## src/rtl/ariscv_wb_arb_if.sv

```systemverilog
// ariscv_wb_arb_if
//   Bundles the writeback arbiter's producer handshakes, the register-file
//   write port and the decode-side forwarding/pending signals.
//   slave  : arbiter side (consumes ALU/load results, drives RF write port)
//   master : surrounding pipeline side (producers, decode, register file)
//   Signals: alu_valid/alu_ready/alu_rd/alu_data, ld_valid/ld_ready/ld_rd/ld_data,
//            we3/a3/wd3, a1/a2, fwd1_hit/fwd2_hit/fwd1_data/fwd2_data,
//            pend1/pend2, lq_count.
interface ariscv_wb_arb_if #(
   parameter int MSB      = 4,
   parameter int REGW     = 32,
   parameter int LQ_DEPTH = 4
);
   localparam int CW = $clog2(LQ_DEPTH) + 1;

   logic            alu_valid;
   logic            alu_ready;
   logic [MSB:0]    alu_rd;
   logic [REGW-1:0] alu_data;
   logic            ld_valid;
   logic            ld_ready;
   logic [MSB:0]    ld_rd;
   logic [REGW-1:0] ld_data;
   logic            we3;
   logic [MSB:0]    a3;
   logic [REGW-1:0] wd3;
   logic [MSB:0]    a1;
   logic [MSB:0]    a2;
   logic            fwd1_hit;
   logic            fwd2_hit;
   logic [REGW-1:0] fwd1_data;
   logic [REGW-1:0] fwd2_data;
   logic            pend1;
   logic            pend2;
   logic [CW-1:0]   lq_count;

   modport slave (
      input  alu_valid, alu_rd, alu_data, ld_valid, ld_rd, ld_data, a1, a2,
      output alu_ready, ld_ready, we3, a3, wd3,
             fwd1_hit, fwd2_hit, fwd1_data, fwd2_data, pend1, pend2, lq_count
   );

   modport master (
      output alu_valid, alu_rd, alu_data, ld_valid, ld_rd, ld_data, a1, a2,
      input  alu_ready, ld_ready, we3, a3, wd3,
             fwd1_hit, fwd2_hit, fwd1_data, fwd2_data, pend1, pend2, lq_count
   );
endinterface

```

## src/rtl/ariscv_wb_arb.sv

```systemverilog
// ariscv_wb_arb
//   Writeback arbiter in front of the register file. Merges the single-cycle
//   ALU result stream and a small FIFO of load results (LQ) into one
//   registered RF write port, gives decode forwarding data for the write in
//   flight, and flags decode reads whose destination is still queued.
//   Ports:
//     clk    - rising-edge clock
//     arst_n - asynchronous active-low reset (priority over srst)
//     srst   - synchronous active-high clear
//     bus    - ariscv_wb_arb_if.slave: producer handshakes, RF write port,
//              forwarding/pending outputs and LQ occupancy
module ariscv_wb_arb #(
   parameter int MSB      = 4,
   parameter int REGW     = 32,
   parameter int LQ_DEPTH = 4,
   parameter int STARVE   = 3
) (
   input  logic          clk,
   input  logic          arst_n,
   input  logic          srst,
   ariscv_wb_arb_if.slave bus
);
   localparam int PW = $clog2(LQ_DEPTH);
   localparam int CW = PW + 1;
   localparam int SW = $clog2(STARVE + 1);

   logic [MSB:0]    lq_rd_q   [LQ_DEPTH];
   logic [REGW-1:0] lq_data_q [LQ_DEPTH];

   logic [PW-1:0]   wp_q, wp_d, rp_q, rp_d;
   logic [CW-1:0]   cnt_q, cnt_d;
   logic [SW-1:0]   starve_q, starve_d;
   logic            we3_q, we3_d;
   logic [MSB:0]    a3_q, a3_d;
   logic [REGW-1:0] wd3_q, wd3_d;

   logic            nonempty, full, alu_rdy, alu_win, pop, push_enq;
   logic [LQ_DEPTH-1:0] live;
   logic            pend1, pend2;

   // Arbitration, queue bookkeeping and next write-port value
   always_comb begin
      nonempty = (cnt_q != '0);
      full     = (cnt_q == CW'(LQ_DEPTH));
      // A starved head takes the port regardless of the ALU
      alu_rdy  = !(nonempty && (starve_q >= SW'(STARVE)));
      alu_win  = bus.alu_valid && alu_rdy;
      pop      = !alu_win && nonempty;
      // Full blocks the push even if the head pops this cycle; x0 loads are dropped
      push_enq = bus.ld_valid && !full && (bus.ld_rd != '0);

      wp_d = push_enq ? wp_q + 1'b1 : wp_q;
      rp_d = pop      ? rp_q + 1'b1 : rp_q;

      cnt_d = cnt_q;
      if (push_enq && !pop) begin
         cnt_d = cnt_q + 1'b1;
      end else if (!push_enq && pop) begin
         cnt_d = cnt_q - 1'b1;
      end

      starve_d = '0;
      if (nonempty && !pop) begin
         starve_d = (starve_q < SW'(STARVE)) ? starve_q + 1'b1 : starve_q;
      end

      we3_d = 1'b0;
      a3_d  = a3_q;
      wd3_d = wd3_q;
      if (alu_win) begin
         we3_d = (bus.alu_rd != '0);
         a3_d  = bus.alu_rd;
         wd3_d = bus.alu_data;
      end else if (pop) begin
         we3_d = (lq_rd_q[rp_q] != '0);
         a3_d  = lq_rd_q[rp_q];
         wd3_d = lq_data_q[rp_q];
      end
   end

   // An entry is live when its distance from the read pointer is below the occupancy
   always_comb begin
      live  = '0;
      pend1 = 1'b0;
      pend2 = 1'b0;
      for (int i = 0; i < LQ_DEPTH; i++) begin
         live[i] = (CW'(PW'(PW'(i) - rp_q)) < cnt_q);
         if (live[i] && (lq_rd_q[i] == bus.a1) && (bus.a1 != '0)) pend1 = 1'b1;
         if (live[i] && (lq_rd_q[i] == bus.a2) && (bus.a2 != '0)) pend2 = 1'b1;
      end
   end

   // Queue storage needs no reset: occupancy alone says which slots are meaningful
   always_ff @(posedge clk) begin
      if (push_enq) begin
         lq_rd_q[wp_q]   <= bus.ld_rd;
         lq_data_q[wp_q] <= bus.ld_data;
      end
   end

   always_ff @(posedge clk or negedge arst_n) begin
      if (!arst_n) begin
         wp_q     <= '0;
         rp_q     <= '0;
         cnt_q    <= '0;
         starve_q <= '0;
         we3_q    <= 1'b0;
         a3_q     <= '0;
         wd3_q    <= '0;
      end else if (srst) begin
         wp_q     <= '0;
         rp_q     <= '0;
         cnt_q    <= '0;
         starve_q <= '0;
         we3_q    <= 1'b0;
         a3_q     <= '0;
         wd3_q    <= '0;
      end else begin
         wp_q     <= wp_d;
         rp_q     <= rp_d;
         cnt_q    <= cnt_d;
         starve_q <= starve_d;
         we3_q    <= we3_d;
         a3_q     <= a3_d;
         wd3_q    <= wd3_d;
      end
   end

   assign bus.alu_ready = alu_rdy;
   assign bus.ld_ready  = !full;
   assign bus.we3       = we3_q;
   assign bus.a3        = a3_q;
   assign bus.wd3       = wd3_q;
   assign bus.lq_count  = cnt_q;
   assign bus.pend1     = pend1;
   assign bus.pend2     = pend2;
   assign bus.fwd1_hit  = we3_q && (a3_q == bus.a1) && (bus.a1 != '0);
   assign bus.fwd2_hit  = we3_q && (a3_q == bus.a2) && (bus.a2 != '0);
   assign bus.fwd1_data = wd3_q;
   assign bus.fwd2_data = wd3_q;
endmodule

```

## src/flat_wrapper.sv

```systemverilog
// flat-port wrapper written by rule: the top's interface ports become plain ports
module ariscv_wb_arb_flat 
#(
   parameter int MSB      = 4,
   parameter int REGW     = 32,
   parameter int LQ_DEPTH = 4,
   parameter int STARVE   = 3
)
  (clk, arst_n, srst, bus_alu_valid, bus_alu_rd, bus_alu_data, bus_ld_valid, bus_ld_rd, bus_ld_data, bus_a1, bus_a2, bus_alu_ready, bus_ld_ready, bus_we3, bus_a3, bus_wd3, bus_fwd1_hit, bus_fwd2_hit, bus_fwd1_data, bus_fwd2_data, bus_pend1, bus_pend2, bus_lq_count);
  ariscv_wb_arb_if #(.MSB(MSB), .REGW(REGW), .LQ_DEPTH(LQ_DEPTH)) bus_i ();
  input  logic clk;
  input  logic arst_n;
  input  logic srst;
  input wire logic [$bits(bus_i.alu_valid)-1:0] bus_alu_valid;
  input wire logic [$bits(bus_i.alu_rd)-1:0] bus_alu_rd;
  input wire logic [$bits(bus_i.alu_data)-1:0] bus_alu_data;
  input wire logic [$bits(bus_i.ld_valid)-1:0] bus_ld_valid;
  input wire logic [$bits(bus_i.ld_rd)-1:0] bus_ld_rd;
  input wire logic [$bits(bus_i.ld_data)-1:0] bus_ld_data;
  input wire logic [$bits(bus_i.a1)-1:0] bus_a1;
  input wire logic [$bits(bus_i.a2)-1:0] bus_a2;
  output wire logic [$bits(bus_i.alu_ready)-1:0] bus_alu_ready;
  output wire logic [$bits(bus_i.ld_ready)-1:0] bus_ld_ready;
  output wire logic [$bits(bus_i.we3)-1:0] bus_we3;
  output wire logic [$bits(bus_i.a3)-1:0] bus_a3;
  output wire logic [$bits(bus_i.wd3)-1:0] bus_wd3;
  output wire logic [$bits(bus_i.fwd1_hit)-1:0] bus_fwd1_hit;
  output wire logic [$bits(bus_i.fwd2_hit)-1:0] bus_fwd2_hit;
  output wire logic [$bits(bus_i.fwd1_data)-1:0] bus_fwd1_data;
  output wire logic [$bits(bus_i.fwd2_data)-1:0] bus_fwd2_data;
  output wire logic [$bits(bus_i.pend1)-1:0] bus_pend1;
  output wire logic [$bits(bus_i.pend2)-1:0] bus_pend2;
  output wire logic [$bits(bus_i.lq_count)-1:0] bus_lq_count;
  assign bus_i.alu_valid = bus_alu_valid;
  assign bus_i.alu_rd = bus_alu_rd;
  assign bus_i.alu_data = bus_alu_data;
  assign bus_i.ld_valid = bus_ld_valid;
  assign bus_i.ld_rd = bus_ld_rd;
  assign bus_i.ld_data = bus_ld_data;
  assign bus_i.a1 = bus_a1;
  assign bus_i.a2 = bus_a2;
  assign bus_alu_ready = bus_i.alu_ready;
  assign bus_ld_ready = bus_i.ld_ready;
  assign bus_we3 = bus_i.we3;
  assign bus_a3 = bus_i.a3;
  assign bus_wd3 = bus_i.wd3;
  assign bus_fwd1_hit = bus_i.fwd1_hit;
  assign bus_fwd2_hit = bus_i.fwd2_hit;
  assign bus_fwd1_data = bus_i.fwd1_data;
  assign bus_fwd2_data = bus_i.fwd2_data;
  assign bus_pend1 = bus_i.pend1;
  assign bus_pend2 = bus_i.pend2;
  assign bus_lq_count = bus_i.lq_count;
  ariscv_wb_arb #(.MSB(MSB), .REGW(REGW), .LQ_DEPTH(LQ_DEPTH), .STARVE(STARVE)) u_core (.clk(clk), .arst_n(arst_n), .srst(srst), .bus(bus_i));
endmodule
```

## config.mk

```make
export PLATFORM = sky130hd
export DESIGN_NAME = ariscv_wb_arb_flat
export DESIGN_NICKNAME = d
export VERILOG_FILES = /design/src/rtl/ariscv_wb_arb_if.sv /design/src/rtl/ariscv_wb_arb.sv /design/src/flat_wrapper.sv
export SDC_FILE = /design/constraint.sdc
export NUM_CORES = 1
export LEC_CHECK = 0
export CAP_MARGIN = 0
export CORE_MARGIN = 10
export CORE_UTILIZATION = 55
export DETAILED_ROUTE_END_ITERATION = 8
export GPL_TIMING_DRIVEN = 0
export PLACE_DENSITY_LB_ADDON = 0.12
export SETUP_SLACK_MARGIN = 0.2
export SYNTH_ARGS = -nofsm -noshare
export SYNTH_HDL_FRONTEND = slang
export SYNTH_SLANG_ARGS = --single-unit
```

## constraint.sdc

```tcl
create_clock -name clk -period 7.4 [get_ports clk]
set_input_delay 1.85 -clock clk [delete_from_list [all_inputs] [get_ports clk]]
set_output_delay 1.85 -clock clk [all_outputs]
set_load 0.005 [all_outputs]
```

==> impl_metrics.yaml, run 1 <==
status:
  status: "completed"
routing:
  ant_nets: 0
  wl_per_cell_um: 21.6
  wl_met3_um: 1640
  dr.pass1.iters: 4
  dr_total_vias: 5583
  wl_met2_um: 11700
  drc: 0
  vias_per_cell: 5.40
  drt_iter0_markers: 395
  top_layer: "met4"
  wl_met1_um: 8620
  wirelength_um: 22300
floorplan:
  rows: 46
  fp.dieH_um: 147
  io-pin-count: 200
  fp.dieW_um: 147
  coreArea_um2: 15900
  initial_core_util_pct: 56.0
  dieArea_um2: 21700
clock_tree:
  cts.clk_slew.worst_paths_ps: 70
  cts_resized: 0
  post_cts_buffers: 0
  numCtsBuffers: 17
  cts_sinks: 195
  clockBufferDepth: 2
  ctsRootBufferMaster: "clkbuf_16"
  clock_latency_ps: 440
  htreeDepth: 4
  postCtsHoldBufs: 0
  cts_tree: "yes"
logic_synthesis:
  ys.warnings.count: 0
  syn_nets: 689
  yosys.cell_types.count: 39
  synth_top_cell_area_share_pct: 50.0
  synthTopCellsByArea: "edfxtp_1 (50%), dfrtp_1 (13%), mux4_2 (9.4%)"
  ys_seq_elements: 195
  ys_seq_area_share_pct: 63.2
  syn_inst: 590
  yosys.area.top_type: "edfxtp_1"
  avgSynthCellArea_um2: 15.1
  mappedNetlistArea_um2: 8890
sta:
  rsz0062_at_grt: "false"
  slew_headroom_pct: 59.7
  fin_skew_ps: 13.8
  slew_violations: 0
  fin_crit_ps: 5570
  fin_setup_tns_ps: 0
  finalSetupViolCount: 0
  hold_violations: 0
  fin_crit_sh_pct: 75.2
  worst_slew_pin_slew_ps: 604
  max_freq_ghz: 0.180
layout:
  area_delta_synth_final_pct: 32.0
  fillCellCount: 1017
  nNetsFinal: 902
  final_cells: 1033
  seqCellArea_um2: 5620
  drive_gt1_share_pct: 20.2
  multiInputGateArea_um2: 2620
worst_setup_path:
  crit_fanout: 6
  cp-start-kind: "input pin"
  critical_path_arrival_ps: 3720
  crit_type: "in2out"
  cp.required_ps: 5550
  cp-end-kind: "primary output"
power_and_ir_drop:
  leakagePower_nw: 4.32
  p_total_w: 0.00353
  vdd_drop_max_mv: 0.191
  p_per_area_nw_per_um2: 301
hold_path:
  hp-class: "reg2reg"
global_route:
  grt_pass1_vias: 6091
  grt_overflow_total: 0
  antenna_found_initial: 1
  grt_start_max_net_pins: 33
  grt_pass1_wl_um: 34200
  grt_util_all_layers_pct: 20.7
place:
  place_inst: 1000
  io_buffers: 189
  place_hpwl_um: 16100
  gp_congestion: 0.874
run:
  max-cap-violations: 0
-- flip-flops by register name (all words and copies together), names as in the netlist --
| register | flops |
|---|---|
| u_core.lq_rd_q | 20 |
| u_core.bus.fwd1_data | 32 |
| u_core.rp_q | 2 |
| u_core.wp_q | 2 |
| u_core.bus.a3 | 5 |
| u_core.bus.we3 | 1 |
| u_core.lq_data_q | 128 |
| u_core.bus.lq_count | 3 |
| u_core.starve_q | 2 |
-- path summary, 6_finish.rpt --
check                                  startpoint                        to  slack [ps]  cells past startpoint
setup / recovery                        bus_a1[2]                 bus_pend1        1830                      6
hold / removal                 u_core.starve_q[0]        u_core.starve_q[0]         450                      1
setup reg to reg           u_core.bus.lq_count[0]    u_core.bus.lq_count[2]        4920                      8
hold reg to reg                u_core.starve_q[0]        u_core.starve_q[0]         450                      1
max in group asynchronous                  arst_n  u_core.bus.fwd1_data[27]        5440                      2
min in group asynchronous                  arst_n   u_core.bus.fwd1_data[2]        1380                      1
-- cells in the mapped netlist --
cell type / n
xnor2_1: 31
o41a_1: 2
mux4_2: 37
o31ai_1: 1
ha_1: 9
o211ai_2: 1
nand2b_1: 1
buf_6: 1
nor2_1: 17
fa_1: 1
buf_1: 1
mux2i_1: 38
buf_4: 65
a211oi_1: 1
xor2_1: 25
dfrtp_1: 47
o211ai_4: 1
nand3_1: 4
a31oi_1: 2
clkbuf_1: 11
nor3_1: 8
o21ai_0: 1
buf_2: 19
o21bai_1: 1
or3_1: 1
or4_1: 6
and3_1: 1
nor4_1: 3
or3b_1: 1
and4_1: 1
or4_4: 1
or2_1: 2
a21oi_1: 5
edfxtp_1: 148
nand4_1: 6
nor3b_1: 1
inv_1: 11
nand2_1: 41
o21ai_1: 37
-- final cells by class --
type                    count  area share (%)
clock inverters            13            1.08
clock buffers              19            3.69
well taps                 216            2.30
inverters                  11           0.352
flip-flops and latches    195            47.9
diodes                      1          0.0213
repair buffers            194            16.9
plain buffers              97            5.45
multi-input cells         287            22.3
-- where the power goes --
| group | total [W] | switching (W) | internal, W |
|---|---|---|---|
| Clock | 0.000876 | 0.000406 | 0.000470 |
| Sequential | 0.00145 | 0.000108 | 0.00134 |
| Combinational | 0.00121 | 0.000502 | 0.000704 |
-- metrics by stage --
stage	hold WS [ps]	cell area, um^2	setup slack [ps]	utilization (%)
after global routing	490	11700	1620	73.9
after detailed placement	439	11200	1830	70.4
after floorplan	418	8890	2580	-
after CTS	447	11700	1780	73.9
after global placement	428	11100	1200	69.6
final	447	11700	1830	73.9
-- logic make-up (layout without fill, tap and decap cells) --
family / Yosys count / count (layout) / share of synthesized area (%)
and+or+nand+nor: 94 / 94 / 5.02
DFF: 195 / 195 / 63.2
AOI/OAI and AO/OA: 52 / 52 / 3.45
adders and majority gates: 10 / 10 / 1.49
other: 0 / 1 / 0
xor gates and xnor gates: 56 / 56 / 5.52
buffers and inverters: 108 / 334 / 7.66
muxes: 75 / 75 / 13.7
-- cell usage in the layout, fill, tap and decap left out, types with 2 or more instances in the layout --
master | netlist | final
nand3_1 | 4 | 4
nor2_1 | 17 | 13
buf_2 | 19 | 20
nor3_1 | 8 | 8
mux4_2 | 37 | 37
a21oi_1 | 5 | 5
nor2_4 | 0 | 4
nand2_1 | 41 | 41
clkinv_4 | 0 | 2
or4_1 | 6 | 6
nand4_1 | 6 | 6
inv_1 | 11 | 11
dfrtp_1 | 47 | 47
clkbuf_1 | 11 | 13
clkinv_2 | 0 | 2
mux2i_1 | 38 | 38
buf_4 | 65 | 65
buf_12 | 0 | 5
xnor2_1 | 31 | 31
edfxtp_1 | 148 | 148
nor4_1 | 3 | 3
xor2_1 | 25 | 25
clkbuf_16 | 0 | 17
clkdlybuf4s50_1 | 0 | 188
clkinvlp_4 | 0 | 3
o21ai_1 | 37 | 37
o41a_1 | 2 | 2
or2_1 | 2 | 2
ha_1 | 9 | 9
a31oi_1 | 2 | 2
inv_6 | 0 | 4
-- per-layer routing --
layer	up-vias	global-route usage, %
met5	-	0
met4	0	7.63
met3	31	6.33
met2	205	35.9
met1	2810	23.5
li1	2537	-
-- worst max-delay path: stages --
cell and delay [ps]:
clkbuf_1 340, xnor2_1 180, nand3_1 140, or4_1 520, a31oi_1 140, clkdlybuf4s50_1 540
Power figures use the tool's default switching activity.
==> run 2, diff against run 1 <==
Settings changed: CORE_UTILIZATION 55 to 51.
Clock period 7.4 ns to 5.4 ns, I/O delays scaled along.
==> run 2 against run 1 <==
Against the previous run: die area up 6.8%; combinational power up 36%; critical path depth up 3; wire length down 0.89%; flip-flop and latch count unchanged; critical endpoint is now bus_pend2; sequential power up 37%; clock skew down 2.8 ps; worst hold slack better by 7.4 ps.
==> impl_metrics.yaml, run 2 (same netlist as run 1, synthesis figures left out) <==
power_and_ir_drop:
  combPwrFrac_pct: 33.6
  vdd_drop_max_mv: 0.254
  p_sw_w: 0.00141
  p_int_w: 0.00351
  p_seq_share_pct: 40.5
  p_per_area_nw_per_um2: 417
  clockPowerShare_pct: 25.9
  swShare_pct: 28.6
  leakagePower_nw: 4.35
sta:
  rsz0062_at_grt: "false"
  max_freq_ghz: 0.205
  fin_crit_ps: 4890
  slew_violations: 0
  fin_crit_sh_pct: 90.5
  fin_skew_ps: 11.0
  finalSetupViolCount: 0
  hold_violations: 0
  slew_headroom_pct: 57.1
  worst_slew_pin_slew_ps: 642
routing:
  drc: 0
  dr.pass1.iters: 5
  vias_per_cell: 5.32
  drt_iter0_markers: 346
  dr_total_vias: 5546
  wl_per_cell_um: 21.2
  wirelength_um: 22100
  ant_nets: 0
hold_path:
  hp-class: "reg2reg"
  hold_depth: 1
worst_setup_path:
  r2r_slack_ps: 2870
  cp.required_ps: 4050
  crit_chain: "clkbuf_2, buf_2, xor2_1, ha_1, a21oi_1, nor2_1, or4_1, a31oi_1, clkdlybuf4s50_1"
  cp-end-kind: "primary output"
  crit_fanout: 10
  crit_cells: 9
  crit_type: "reg2out"
  reg2reg_depth: 7
  worst-path-buf-inv: 3
  cp_slowest_cell: "or4_1"
  cpLargestDelayFamily: "buffers and inverters"
  critPathMaxStageDelay_ps: 560
  critical_path_arrival_ps: 3540
  cp-start-kind: "register"
clock_tree:
  numCtsBuffers: 17
  ctsRootBufferMaster: "clkbuf_16"
  cts_resized: 0
  post_cts_buffers: 0
  postCtsHoldBufs: 0
  clockBufferDepth: 2
  htreeDepth: 4
  cts.clk_slew.worst_paths_ps: 70
  clock_latency_ps: 430
  cts_sinks: 195
  cts_tree: "yes"
place:
  place_area_um2: 11200
  place_hpwl_um: 16000
  gp_congestion: 0.886
  io_buffers: 189
global_route:
  grt_util_all_layers_pct: 18.9
  grt_pass1_wl_um: 34300
  antenna_found_initial: 3
  grt_start_max_net_pins: 32
  grt_overflow_total: 0
  grt_pass1_vias: 6075
layout:
  area_delta_synth_final_pct: 32.6
  final_cell_mix: "clkdlybuf4s50_1 (188), edfxtp_1 (148), buf_4 (65)"
  final_util_pct: 68.6
  drive_gt1_share_pct: 20.3
  largest_register: "u_core.lq_data_q"
  largest_reg_flops: 128
  stdcell_area_um2: 11800
  layout_commonest_cell: "clkdlybuf4s50_1"
  nNetsFinal: 902
floorplan:
  fp.dieH_um: 152
  dieArea_um2: 23100
  coreArea_um2: 17200
  io-pin-count: 200
  initial_core_util_pct: 51.8
  fp.dieW_um: 152
  rows: 48
status:
  status: "completed"
run:
  max-cap-violations: 0
[run 2: cell types whose count changed in the layout (fill, tap and decap cells not counted)]
| cell | delta |
|---|---|
| clkinvlp_4 | -2 |
| clkinv_2 | -1 |
| clkbuf_1 | -1 |
| clkinv_1 | +1 |
| bufinv_16 | +1 |
| inv_8 | +3 |
| buf_1 | -1 |
| clkinv_4 | -1 |
| clkbuf_2 | +1 |
[run 2: worst reg2reg max path, cell delays in order, from the launching register on]
cell	delay, ps
dfrtp_1	520
or3b_1	460
o211ai_4	270
nor2_1	140
fa_1	400
nor3_1	290
o21ai_0	160
nor3b_1	160
[run 2: path summary, 6_finish.rpt]
| check | from | to |
|---|---|---|
| max in group asynchronous | arst_n | u_core.bus.fwd1_data[8] |
| max | u_core.rp_q[1] | bus_pend2 |
| min in group asynchronous | arst_n | u_core.bus.a3[0] |
| min reg2reg | u_core.starve_q[0] | u_core.starve_q[0] |
| min | u_core.starve_q[0] | u_core.starve_q[0] |
| max reg2reg | u_core.bus.lq_count[2] | u_core.bus.lq_count[2] |
[run 2: power groups by stage]
stage               Combinational (W)  Sequential, W  Clock, W
finish                        0.00165        0.00199   0.00127
global route                  0.00179        0.00201   0.00135
CTS                           0.00169        0.00199   0.00129
detailed placement            0.00168        0.00202         0
global placement              0.00161        0.00202         0
floorplan                    0.000901        0.00199         0
[run 2: per-layer routing]
metal	track usage, %	vias up	wire length, um
li1	-	2536	-
met1	21.3	2816	8800
met2	33.6	163	11600
met3	5.36	29	1280
met4	6.83	2	416
met5	0	-	9
[run 2: through the flow]
step                hold slack (ps)  setup TNS (ps)  std cells  power, W  setup WS [ps]
floorplan                       418               0        590   0.00290           1580
global placement                436          -33230       1004   0.00363           -240
detailed placement              439               0       1009   0.00370            701
CTS                             447               0       1041   0.00497            224
global route                    475               0       1042   0.00515            326
finish                          454               0       1042   0.00491            513
[run 2: final cells by class]
class / count / area (um^2)
clock inverter: 14 / 165
fill: 1210 / 5390
antenna: 1 / 2.50
timing repair buffer: 194 / 1990
tap: 225 / 282
multi-input combinational: 287 / 2620
clock buffer: 18 / 429
sequential: 195 / 5620
inverter: 11 / 41.3
buffer: 97 / 641
==> run 3, diff against run 2 <==
Settings changed: CORE_UTILIZATION 51 to 55, DONT_BUFFER_PORTS set to 1, RECOVER_POWER set to 50, SLEW_MARGIN set to 20.
==> run 3 against run 2 <==
Against the previous run: final area shrank 16%; sequential power barely moved; register-to-register slack got worse by 50 ps; cell count shrank 19%; critical path type unchanged; clock skew fell by 1.9 ps; flip-flop and latch count unchanged; maximum frequency increased by 3.9%.
==> impl_metrics.yaml, run 3 (same netlist as run 1, synthesis figures left out) <==
layout:
  largest_register: "u_core.lq_data_q"
  final_cells: 842
  area_delta_synth_final_pct: 10.7
  drive_gt1_share_pct: 25.1
  largest_reg_flops: 128
  stdcell_area_um2: 9850
  nNetsFinal: 712
  antenna_cells: 0
  layout_commonest_cell: "edfxtp_1"
  final_cell_mix: "edfxtp_1 (148), buf_4 (65), dfrtp_1 (47)"
place:
  place_area_um2: 9270
  gp_congestion: 0.894
  place_inst: 810
  place_hpwl_um: 14500
  io_buffers: 0
clock_tree:
  numCtsBuffers: 17
  htreeDepth: 4
  ctsRootBufferMaster: "clkbuf_16"
  cts_sinks: 195
  cts.clk_slew.worst_paths_ps: 70
  clockBufferDepth: 2
  post_cts_buffers: 0
  cts_tree: "yes"
  clock_latency_ps: 420
  cts_resized: 0
  postCtsHoldBufs: 0
floorplan:
  fp.dieH_um: 147
  dieArea_um2: 21700
  fp.dieW_um: 147
  io-pin-count: 200
  initial_core_util_pct: 56.0
  coreArea_um2: 15900
  rows: 46
power_and_ir_drop:
  p_sw_w: 0.00130
  p_per_area_nw_per_um2: 445
  swShare_pct: 29.8
  p_seq_share_pct: 45.9
  clockPowerShare_pct: 28.1
  combPwrFrac_pct: 26.0
  p_int_w: 0.00308
  vdd_drop_max_mv: 0.252
  leakagePower_nw: 3.59
worst_setup_path:
  cp-endpoint: "bus_pend2"
  reg2reg_from: "u_core.bus.lq_count[0]"
  crit_type: "reg2out"
  reg2reg_depth: 7
  cp.required_ps: 4050
  critical_path_arrival_ps: 3360
  r2r-end: "u_core.bus.fwd1_data[18]"
  cp-end-kind: "primary output"
  cp-startpoint: "u_core.rp_q[1]"
  cp-start-kind: "register"
  r2r_slack_ps: 2820
  crit_fanout: 10
global_route:
  grt_pass1_vias: 5305
  grt_overflow_total: 0
  grt_start_max_net_pins: 48
  grt_pass1_wl_um: 31400
  grt_util_all_layers_pct: 19.1
  antenna_found_initial: 0
sta:
  fin_crit_ps: 4710
  fin_skew_ps: 9.16
  fin_crit_sh_pct: 87.1
  hold_violations: 0
  max_freq_ghz: 0.212
  slew_violations: 0
  worst_slew_pin_slew_ps: 916
  rsz0062_at_grt: "false"
  slew_headroom_pct: 39.0
  finalSetupViolCount: 0
  fin_setup_tns_ps: 0
run:
  max-cap-violations: 0
routing:
  wirelength_um: 20500
  ant_nets: 0
  wl_per_cell_um: 24.4
  dr_total_vias: 4880
  vias_per_cell: 5.80
  drc: 0
  drt_iter0_markers: 342
  dr.pass1.iters: 5
hold_path:
  hp-class: "reg2reg"
status:
  status: "completed"
==> run 3: stage by stage <==
| stage | worst slack, ps | power, W | util, % | hold WS [ps] |
|---|---|---|---|---|
| after floorplan | 1580 | 0.00290 | - | 418 |
| after global placement | 287 | 0.00316 | 57.7 | 429 |
| after detailed placement | 1140 | 0.00322 | 58.4 | 435 |
| after CTS | 671 | 0.00444 | 62.0 | 444 |
| after global routing | 530 | 0.00460 | 62.0 | 469 |
| final | 694 | 0.00438 | 62.0 | 437 |
==> run 3: area by class of cell <==
cell class,count,area (um^2)
clock buffers,18,439
flip-flops and latches,195,5620
clock inverters,14,145
inverters,11,41.3
multi-input cells,287,2620
plain buffers,97,629
well taps,216,270
fillers,1229,6040
repair buffers,4,80.1
==> run 3: worst min path at each step <==
| stage | end | startpoint | depth (start not counted) |
|---|---|---|---|
| after detailed placement | u_core.starve_q[0] | u_core.starve_q[0] | 1 |
| after CTS | u_core.starve_q[0] | u_core.starve_q[0] | 1 |
| final | u_core.starve_q[0] | u_core.starve_q[0] | 1 |
| after floorplan | u_core.starve_q[0] | u_core.starve_q[0] | 1 |
| after global routing | u_core.starve_q[0] | u_core.starve_q[0] | 1 |
| after global placement | u_core.starve_q[0] | u_core.starve_q[0] | 1 |
==> run 3: worst max-delay path: stages, from the launching register on <==
cell and delay [ps]:
dfrtp_1 450, clkbuf_1 560, buf_2 420, xor2_1 230
inv_1 70, ha_1 270, a21oi_1 130, nor2_1 80
o41a_1 440, a31oi_1 280
==> run 3: routing by layer <==
metal / track usage, % / up-vias / routed length (um)
li1: - / 2153 / -
met1: 21.9 / 2493 / 7790
met2: 31.8 / 208 / 10300
met3: 7.86 / 26 / 1980
met4: 6.39 / 0 / 408
met5: 0 / - / 0
==> run 3: power by group through the flow <==
stage          clock [W]  sequential, W  combinational, W
6_report         0.00123        0.00201           0.00114
3_5_place_dp           0        0.00205           0.00117
2_1_floorplan          0        0.00199          0.000901
4_1_cts          0.00125        0.00202           0.00117
3_3_place_gp           0        0.00205           0.00112
5_1_grt          0.00132        0.00204           0.00125
